**src/rtl/div_unit_pkg.sv**
```systemverilog
// -----------------------------------------------------------------------------
// div_unit_pkg
//   Shared definitions for the iterative 32-bit divider: operand width,
//   iteration count, FSM state encoding, divide-by-zero result constant,
//   the packed remainder/quotient accumulator and a conditional-negate helper.
// -----------------------------------------------------------------------------
package div_unit_pkg;

    localparam int DIV_WIDTH = 32;
    localparam int DIV_ITERS = 32;
    localparam int CNT_W     = $clog2(DIV_ITERS);

    // Divide-by-zero result: quotient is all ones, and the remainder is the
    // raw dividend, so only the quotient half is a true constant.
    localparam logic [DIV_WIDTH-1:0] DIV0_QUOTIENT = '1;

    typedef enum logic [1:0] {
        ST_IDLE,
        ST_RUN,
        ST_DONE
    } div_state_t;

    // Partial remainder and quotient shift register advanced together by one
    // restoring step. The stored remainder is always below the divisor, so it
    // fits in DIV_WIDTH bits; the extra bit only exists inside the step.
    typedef struct packed {
        logic [DIV_WIDTH-1:0] rem;
        logic [DIV_WIDTH-1:0] quo;
    } div_acc_t;

    // Two's-complement negate when neg is set. Negating 0x80000000 wraps to
    // itself, which is what lets the signed overflow case work unchanged.
    function automatic logic [DIV_WIDTH-1:0] cond_neg(input logic [DIV_WIDTH-1:0] v,
                                                      input logic                 neg);
        return neg ? (~v + 1'b1) : v;
    endfunction

endpackage

```
**src/rtl/div_unit_if.sv**
```systemverilog
// -----------------------------------------------------------------------------
// div_unit_if
//   Request/response bundle between the EX stage (master) and the divider
//   (slave).
//     div_start_i   request level, held by EX until div_done_o
//     div_signed_i  1 = signed div.w/mod.w, 0 = unsigned
//     div_data1_i   dividend
//     div_data2_i   divisor
//     flush_i       pipeline flush, cancels any division
//     stall_i       downstream stall, holds a finished result
//     div_result_o  {remainder, quotient}, registered
//     div_done_o    result valid, registered
// -----------------------------------------------------------------------------
interface div_unit_if;
    import div_unit_pkg::*;

    logic                   div_start_i;
    logic                   div_signed_i;
    logic [DIV_WIDTH-1:0]   div_data1_i;
    logic [DIV_WIDTH-1:0]   div_data2_i;
    logic                   flush_i;
    logic                   stall_i;
    logic [2*DIV_WIDTH-1:0] div_result_o;
    logic                   div_done_o;

    modport master (
        output div_start_i, div_signed_i, div_data1_i, div_data2_i, flush_i, stall_i,
        input  div_result_o, div_done_o
    );

    modport slave (
        input  div_start_i, div_signed_i, div_data1_i, div_data2_i, flush_i, stall_i,
        output div_result_o, div_done_o
    );

endinterface

```
**src/rtl/div_unit_step.sv**
```systemverilog
// -----------------------------------------------------------------------------
// div_step
//   One combinational restoring shift-subtract step on unsigned magnitudes.
//     acc       current {partial remainder, quotient shift}
//     divisor   divisor magnitude
//     acc_next  accumulator after one step
// -----------------------------------------------------------------------------
module div_step
    import div_unit_pkg::*;
(
    input  div_acc_t             acc,
    input  logic [DIV_WIDTH-1:0] divisor,
    output div_acc_t             acc_next
);

    logic [DIV_WIDTH:0] shifted;
    logic [DIV_WIDTH:0] diff;

    // NOTE: every output of a combinational block is assigned on every path
    // (defaults first where branches differ) so no latch is inferred.
    always_comb begin
        // 33-bit partial remainder: old remainder with the next dividend bit.
        shifted = {acc.rem, acc.quo[DIV_WIDTH-1]};
        diff    = shifted - {1'b0, divisor};

        acc_next.rem = shifted[DIV_WIDTH-1:0];
        acc_next.quo = {acc.quo[DIV_WIDTH-2:0], 1'b0};

        // shifted < 2*divisor always holds, so a non-negative difference fits
        // in DIV_WIDTH bits and the top bit of diff is a clean borrow flag.
        if (!diff[DIV_WIDTH]) begin
            acc_next.rem = diff[DIV_WIDTH-1:0];
            acc_next.quo = {acc.quo[DIV_WIDTH-2:0], 1'b1};
        end
    end

endmodule

```
**src/rtl/div_unit.sv**
```systemverilog
// -----------------------------------------------------------------------------
// div_unit
//   Iterative 32-bit integer divider for div.w/div.wu/mod.w/mod.wu. Operands
//   are reduced to magnitudes on accept, divided with 32 restoring steps (one
//   per cycle) and sign-corrected while loading the result register.
//     clk   core clock
//     rst   asynchronous, active-low reset
//     bus   div_unit_if slave: start/signed/operands/flush/stall in,
//           {remainder, quotient} result and done out
//   Latency: 33 cycles from the start edge for a normal divide, 1 cycle for a
//   divide-by-zero. A flush cancels in any state without touching the result.
// -----------------------------------------------------------------------------
module div_unit
    import div_unit_pkg::*;
(
    input  logic       clk,
    input  logic       rst,
    div_unit_if.slave  bus
);

    div_state_t           state;
    div_state_t           state_next;

    logic [CNT_W-1:0]     cnt;
    div_acc_t             acc;
    div_acc_t             acc_next;
    logic [DIV_WIDTH-1:0] divisor_q;
    logic                 q_neg;
    logic                 r_neg;
    logic [2*DIV_WIDTH-1:0] result_q;
    logic                 done_q;

    // FSM decode strobes
    logic                 accept;
    logic                 zero_done;
    logic                 finish;

    // Operand decode, only meaningful in the accept cycle
    logic                 d1_neg;
    logic                 d2_neg;
    logic                 div_zero;
    logic [DIV_WIDTH-1:0] q_fix;
    logic [DIV_WIDTH-1:0] r_fix;

    assign d1_neg   = bus.div_signed_i & bus.div_data1_i[DIV_WIDTH-1];
    assign d2_neg   = bus.div_signed_i & bus.div_data2_i[DIV_WIDTH-1];
    assign div_zero = (bus.div_data2_i == '0);

    div_step u_step (
        .acc      (acc),
        .divisor  (divisor_q),
        .acc_next (acc_next)
    );

    // Sign fix-ups applied to the output of the final step.
    assign q_fix = cond_neg(acc_next.quo, q_neg);
    assign r_fix = cond_neg(acc_next.rem, r_neg);

    // -------------------------------------------------------------------------
    // State register
    // -------------------------------------------------------------------------
    // NOTE: clocked state uses non-blocking assignments so every register
    // samples pre-edge values regardless of process ordering.
    always_ff @(posedge clk or negedge rst) begin
        if (!rst) begin
            state <= ST_IDLE;
        end else begin
            state <= state_next;
        end
    end

    // -------------------------------------------------------------------------
    // Next-state and control decode. Flush overrides everything but reset.
    // -------------------------------------------------------------------------
    always_comb begin
        state_next = state;
        accept     = 1'b0;
        zero_done  = 1'b0;
        finish     = 1'b0;

        if (bus.flush_i) begin
            state_next = ST_IDLE;
        end else begin
            unique case (state)
                ST_IDLE: begin
                    if (bus.div_start_i) begin
                        accept     = 1'b1;
                        zero_done  = div_zero;
                        state_next = div_zero ? ST_DONE : ST_RUN;
                    end
                end
                ST_RUN: begin
                    if (cnt == CNT_W'(DIV_ITERS - 1)) begin
                        finish     = 1'b1;
                        state_next = ST_DONE;
                    end
                end
                ST_DONE: begin
                    // A start seen here is ignored; EX must re-present it in IDLE.
                    if (!bus.stall_i) begin
                        state_next = ST_IDLE;
                    end
                end
                default: state_next = ST_IDLE;
            endcase
        end
    end

    // -------------------------------------------------------------------------
    // Datapath: operand latch, iteration, result and done registers
    // -------------------------------------------------------------------------
    // NOTE: the whole datapath is reset, not only the control state, because
    // the result must read zero the moment reset asserts, even mid-divide.
    always_ff @(posedge clk or negedge rst) begin
        if (!rst) begin
            cnt       <= '0;
            acc       <= '0;
            divisor_q <= '0;
            q_neg     <= 1'b0;
            r_neg     <= 1'b0;
            result_q  <= '0;
            done_q    <= 1'b0;
        end else begin
            if (accept) begin
                acc.rem   <= '0;
                acc.quo   <= cond_neg(bus.div_data1_i, d1_neg);
                divisor_q <= cond_neg(bus.div_data2_i, d2_neg);
                q_neg     <= d1_neg ^ d2_neg;
                r_neg     <= d1_neg;
                cnt       <= '0;
            end else if (state == ST_RUN) begin
                acc <= acc_next;
                cnt <= cnt + 1'b1;
            end

            // The result register changes only when a complete answer exists,
            // so a flush never exposes partial state.
            if (zero_done) begin
                result_q <= {bus.div_data1_i, DIV0_QUOTIENT};
            end else if (finish) begin
                result_q <= {r_fix, q_fix};
            end

            done_q <= (state_next == ST_DONE);
        end
    end

    assign bus.div_result_o = result_q;
    assign bus.div_done_o   = done_q;

endmodule

```
**src/flat_wrapper.sv**
```systemverilog
// flat-port wrapper written by rule: the top's interface ports become plain ports
module div_unit_flat import div_unit_pkg::*;
  (clk, rst, bus_div_start_i, bus_div_signed_i, bus_div_data1_i, bus_div_data2_i, bus_flush_i, bus_stall_i, bus_div_result_o, bus_div_done_o);
  div_unit_if bus_i ();
  input  logic clk;
  input  logic rst;
  input wire logic [$bits(bus_i.div_start_i)-1:0] bus_div_start_i;
  input wire logic [$bits(bus_i.div_signed_i)-1:0] bus_div_signed_i;
  input wire logic [$bits(bus_i.div_data1_i)-1:0] bus_div_data1_i;
  input wire logic [$bits(bus_i.div_data2_i)-1:0] bus_div_data2_i;
  input wire logic [$bits(bus_i.flush_i)-1:0] bus_flush_i;
  input wire logic [$bits(bus_i.stall_i)-1:0] bus_stall_i;
  output wire logic [$bits(bus_i.div_result_o)-1:0] bus_div_result_o;
  output wire logic [$bits(bus_i.div_done_o)-1:0] bus_div_done_o;
  assign bus_i.div_start_i = bus_div_start_i;
  assign bus_i.div_signed_i = bus_div_signed_i;
  assign bus_i.div_data1_i = bus_div_data1_i;
  assign bus_i.div_data2_i = bus_div_data2_i;
  assign bus_i.flush_i = bus_flush_i;
  assign bus_i.stall_i = bus_stall_i;
  assign bus_div_result_o = bus_i.div_result_o;
  assign bus_div_done_o = bus_i.div_done_o;
  div_unit u_core (.clk(clk), .rst(rst), .bus(bus_i));
endmodule
```
**config.mk**
```make
export PLATFORM = sky130hd
export DESIGN_NAME = div_unit_flat
export DESIGN_NICKNAME = d
export VERILOG_FILES = /design/src/rtl/div_unit_pkg.sv /design/src/rtl/div_unit_if.sv /design/src/rtl/div_unit_step.sv /design/src/rtl/div_unit.sv /design/src/flat_wrapper.sv
export SDC_FILE = /design/constraint.sdc
export NUM_CORES = 1
export LEC_CHECK = 0
export CELL_PAD_IN_SITES_DETAIL_PLACEMENT = 1
export CELL_PAD_IN_SITES_GLOBAL_PLACEMENT = 1
export CORE_UTILIZATION = 39
export CTS_BUF_LIST = sky130_fd_sc_hd__clkbuf_8 sky130_fd_sc_hd__clkbuf_16
export DETAILED_ROUTE_END_ITERATION = 10
export PLACE_DENSITY = 0.77
export SLEW_MARGIN = 20
export SYNTH_ARGS = -nofsm -noshare
export SYNTH_HDL_FRONTEND = slang
export SYNTH_SLANG_ARGS = --single-unit
```
**constraint.sdc**
```tcl
create_clock -name clk -period 4 [get_ports clk]
set_input_delay 0.8 -clock clk [delete_from_list [all_inputs] [get_ports clk]]
set_output_delay 0.8 -clock clk [all_outputs]
set_load 0.005 [all_outputs]
```
==> summary.md, run 1 <==
| Metric | Value |
|---|---|
| Status | complete, no violations |
| Final Setup Violations | 0 |
| FF+latch count, synth | 170 |
| DRC viols | 0 |
| Prevailing post-synth register cell | dfrtp_1 |
| CP Capture Type | flop |
| Fin util | 51.1% |
| Largest net degree at the start of global routing | 102 |
| Ratio of cells with drive above 1 in the final layout | 13.2% |
| First-pass DRT Iterations | 5 |
| Cells along the critical path | ha_1 -> nand4_1 -> nor2_1 -> a221o_1 -> or3_4 -> o211a_2 -> clkinv_4 -> mux2i_4 -> ha_2 -> inv_2 -> a211oi_4 -> nand3_2 -> nor4b_4 -> mux2i_1 -> nor3_2 |
| Adder-cell share of the synthesized area | 4.17% |
| Post-synth EDFFs | 0 |
| Design area | 0.0152 sq mm |
| Clock Pin Slew Worst Setup and Hold Paths | 0.07 ns |
| Mapped Nets | 1542 |
| Largest family of logic cells by synthesized area | compound AO/OA/AOI/OAI gates |
| Detailed Route WL | 40.4 mm |
| Worst Path Arrival | 4.26 ns |
| Count of cell types in the netlist | 72 |
| Mux contribution to synthesized area | 2.48% |
| Vias | 11733 |
| Vias in the first global route | 11902 |
| Cells after DPL | 1991 |
| Die H | 176 microns |
| Max-cap violations | 0 |
| Peak fanout along the critical path | 5 |
| Maximum vdd drop | 0.375 mV |
| Cells after Synth | 1433 |
| IO Pins | 135 |
| Root Buffer | clkbuf_16 |
| Final HPWL DP | 30.5 mm |
| Fin crit share | 98.5% |
| Synth Cell Area | 0.0119 sq mm |
| WL/cell | 19.9 microns |
| Clock sink total | 170 |
| Worst setup path category | reg -> reg |
| # fillers | 3528 |
| Routed Antenna Nets | 0 |
| Simple-Gate Fraction of Synth Area | 18.0% |
| Crit-path leading delay family | simple AND/OR/NAND/NOR gates |
| 1st-iter DRT viols | 640 |
| Worst Max-Slew Pin Slew | 1.05 ns |
| Fmax | 254 MHz |
| Power Density | 725 mW/mm^2 |
| GP Congestion | 0.923 |
| P_leak | 6.35 nW |
| Final Max Slew Viols | 0 |
| Yosys warnings | 0 |
| Rows | 63 |
| CP Launch Type | flop |
| Slew HR | 30.3% |
| Buffer and inverter count on the worst path | 2 |
| Fin crit period | 3.94 ns |
| Vias per inst | 5.77 |
| Fin Setup TNS | 0 ns |
| Clk buf depth | 2 |
| Placed Area | 0.0143 sq mm |
| Slowest stage delay, CP | 0.44 ns |
| Die X | 176 microns |
| Worst Clk Skew | 0.00988 ns |
| R2r setup slk | 0.06 ns |
| Initial core utilization | 39.8% |
| N_diodes | 0 |
| Async set or reset register ratio after synthesis | 100% |
| Area delta synth->final | 28.2% |
| Die area | 0.0311 sq mm |
| Hold Violations, Final | 0 |
| Synth Area in Compound Gates | 24.6% |
| Worst hold-check path type | in -> async |
| Nets | 1738 |
| CTS tree | built |
| Worst path slowest cell | dfrtp_1 |
| Clk Latency, worst-skew pair | 0.44 ns |
| Commonest cells after routing, fill and taps aside | o21ai_0 (175), dfrtp_1 (169), nand2_1 (134) |
| Non-Filler Instances | 2032 |
| Core ar. | 0.0298 sq mm |
| Syn avg cell area | 8.28 sq um |
| Gr usage total | 25.8% |
| Most common cell after layout, fill and taps aside | o21ai_0 |
| Sequential fraction of the synthesis area | 35.8% |
| Initial antenna violation count | 0 |
| Crit path required time | 4.32 ns |
| H-tree depth | 4 |
| Post-Synth XOR/XNOR Area | 10.3% |
| First-pass GRT wire length | 63.7 mm |
| Grt total ovfl | 0 |
| CTS buffer count | 17 |
| Hold buffer count at CTS | 0 |
| PortBufs | 134 |
[registers in the layout, indices dropped and copies added (netlist names)]
| register | cells |
|---|---|
| u_core.acc | 64 |
| u_core.bus.div_done_o | 1 |
| u_core.bus.div_result_o | 64 |
| u_core.cnt | 5 |
| u_core.divisor_q | 32 |
| u_core.q_neg | 1 |
| u_core.r_neg | 1 |
| u_core.state | 2 |
[through the flow]
stage,setup slack [ns],hold WS (ns),power (W)
2_1_floorplan,0.0166,0.450,0.00647
3_3_place_gp,-0.410,0.463,0.00861
3_5_place_dp,-0.457,0.472,0.00881
4_1_cts,0.0358,0.406,0.0106
5_1_grt,-0.0355,0.423,0.0118
6_report,0.0602,0.361,0.0110
[power by group]
part | internal [W] | total, W | switching [W]
Clock | 0.00100 | 0.00177 | 0.000765
Sequential | 0.00207 | 0.00253 | 0.000454
Combinational | 0.00296 | 0.00674 | 0.00378
Total | 0.00603 | 0.0110 | 0.00500
[per-layer routing]
layer,vias to the layer above,track usage (%),wire length (microns)
li1,5581,-,-
met1,5814,34.1,18100
met2,285,45.1,20100
met3,53,2.41,1540
met4,0,6.65,692
met5,-,0,0
[cell usage after synthesis, drive strengths merged, types with 9 or more instances]
cell type    n  share of area, %
o21ai      190               8.0
dfrtp      170                36
nand2      134               4.2
a21oi      102               4.3
nor2        84               2.7
xnor2       77               5.7
clkbuf      62               2.0
xor2        62               4.6
a22oi       60               3.8
inv         58               1.8
nor3        58               2.5
nand3       53               2.3
ha          38               4.0
mux2i       26               2.2
buf         22              0.89
o31ai       19               1.2
or3         19               1.0
a31oi       16              0.84
nor4        16              0.90
nand2b      14              0.74
o41ai       14               1.0
and2        10              0.53
nand4       10              0.53
o21a        10              0.63
o211ai       9              0.57
or4          9              0.57
[cells by family after synthesis]
group           count (synthesis)
compound gates                475
xor+xnor                      139
fa+ha+maj                      39
buf+inv                       142
flops                         170
mux                            29
simple gates                  439
[area by class of cell]
class,count,area [sq um],area share (%)
multi-input combinational,1121,7290,47.9
sequential,170,4260,28.0
timing repair buffer,261,2360,15.5
tap,390,488,3.21
clock buffer,18,439,2.88
inverter,58,223,1.46
clock inverter,14,171,1.13
[what timing repair did]
item                       in CTS  in global routing
gates resized for setup         3                 37
setup endpoints to repair       3                 23
setup buffers                   0                  9
pin swaps                       0                 15
[path summary, 6_finish.rpt]
path,start,endpoint,cells after the start
max,u_core.acc[56]$_DFFE_PN0P_,u_core.bus.div_result_o[62]$_DFFE_PN0P_,15
min,rst,u_core.bus.div_result_o[27]$_DFFE_PN0P_,1
max reg2reg,u_core.acc[56]$_DFFE_PN0P_,u_core.bus.div_result_o[62]$_DFFE_PN0P_,15
min reg2reg,u_core.divisor_q[23]$_DFFE_PN0P_,u_core.divisor_q[23]$_DFFE_PN0P_,2
max in group asynchronous,rst,u_core.acc[52]$_DFFE_PN0P_,2
min in group clk,u_core.divisor_q[23]$_DFFE_PN0P_,u_core.divisor_q[23]$_DFFE_PN0P_,2
No activity file was read; power rests on OpenSTA's default activity.
==> run 2, diff against run 1 <==
- CTS_CLUSTER_SIZE: unset -> 24
==> results of run 2 <==
The final DEF is identical to that of run 1; final timing and power are the same.
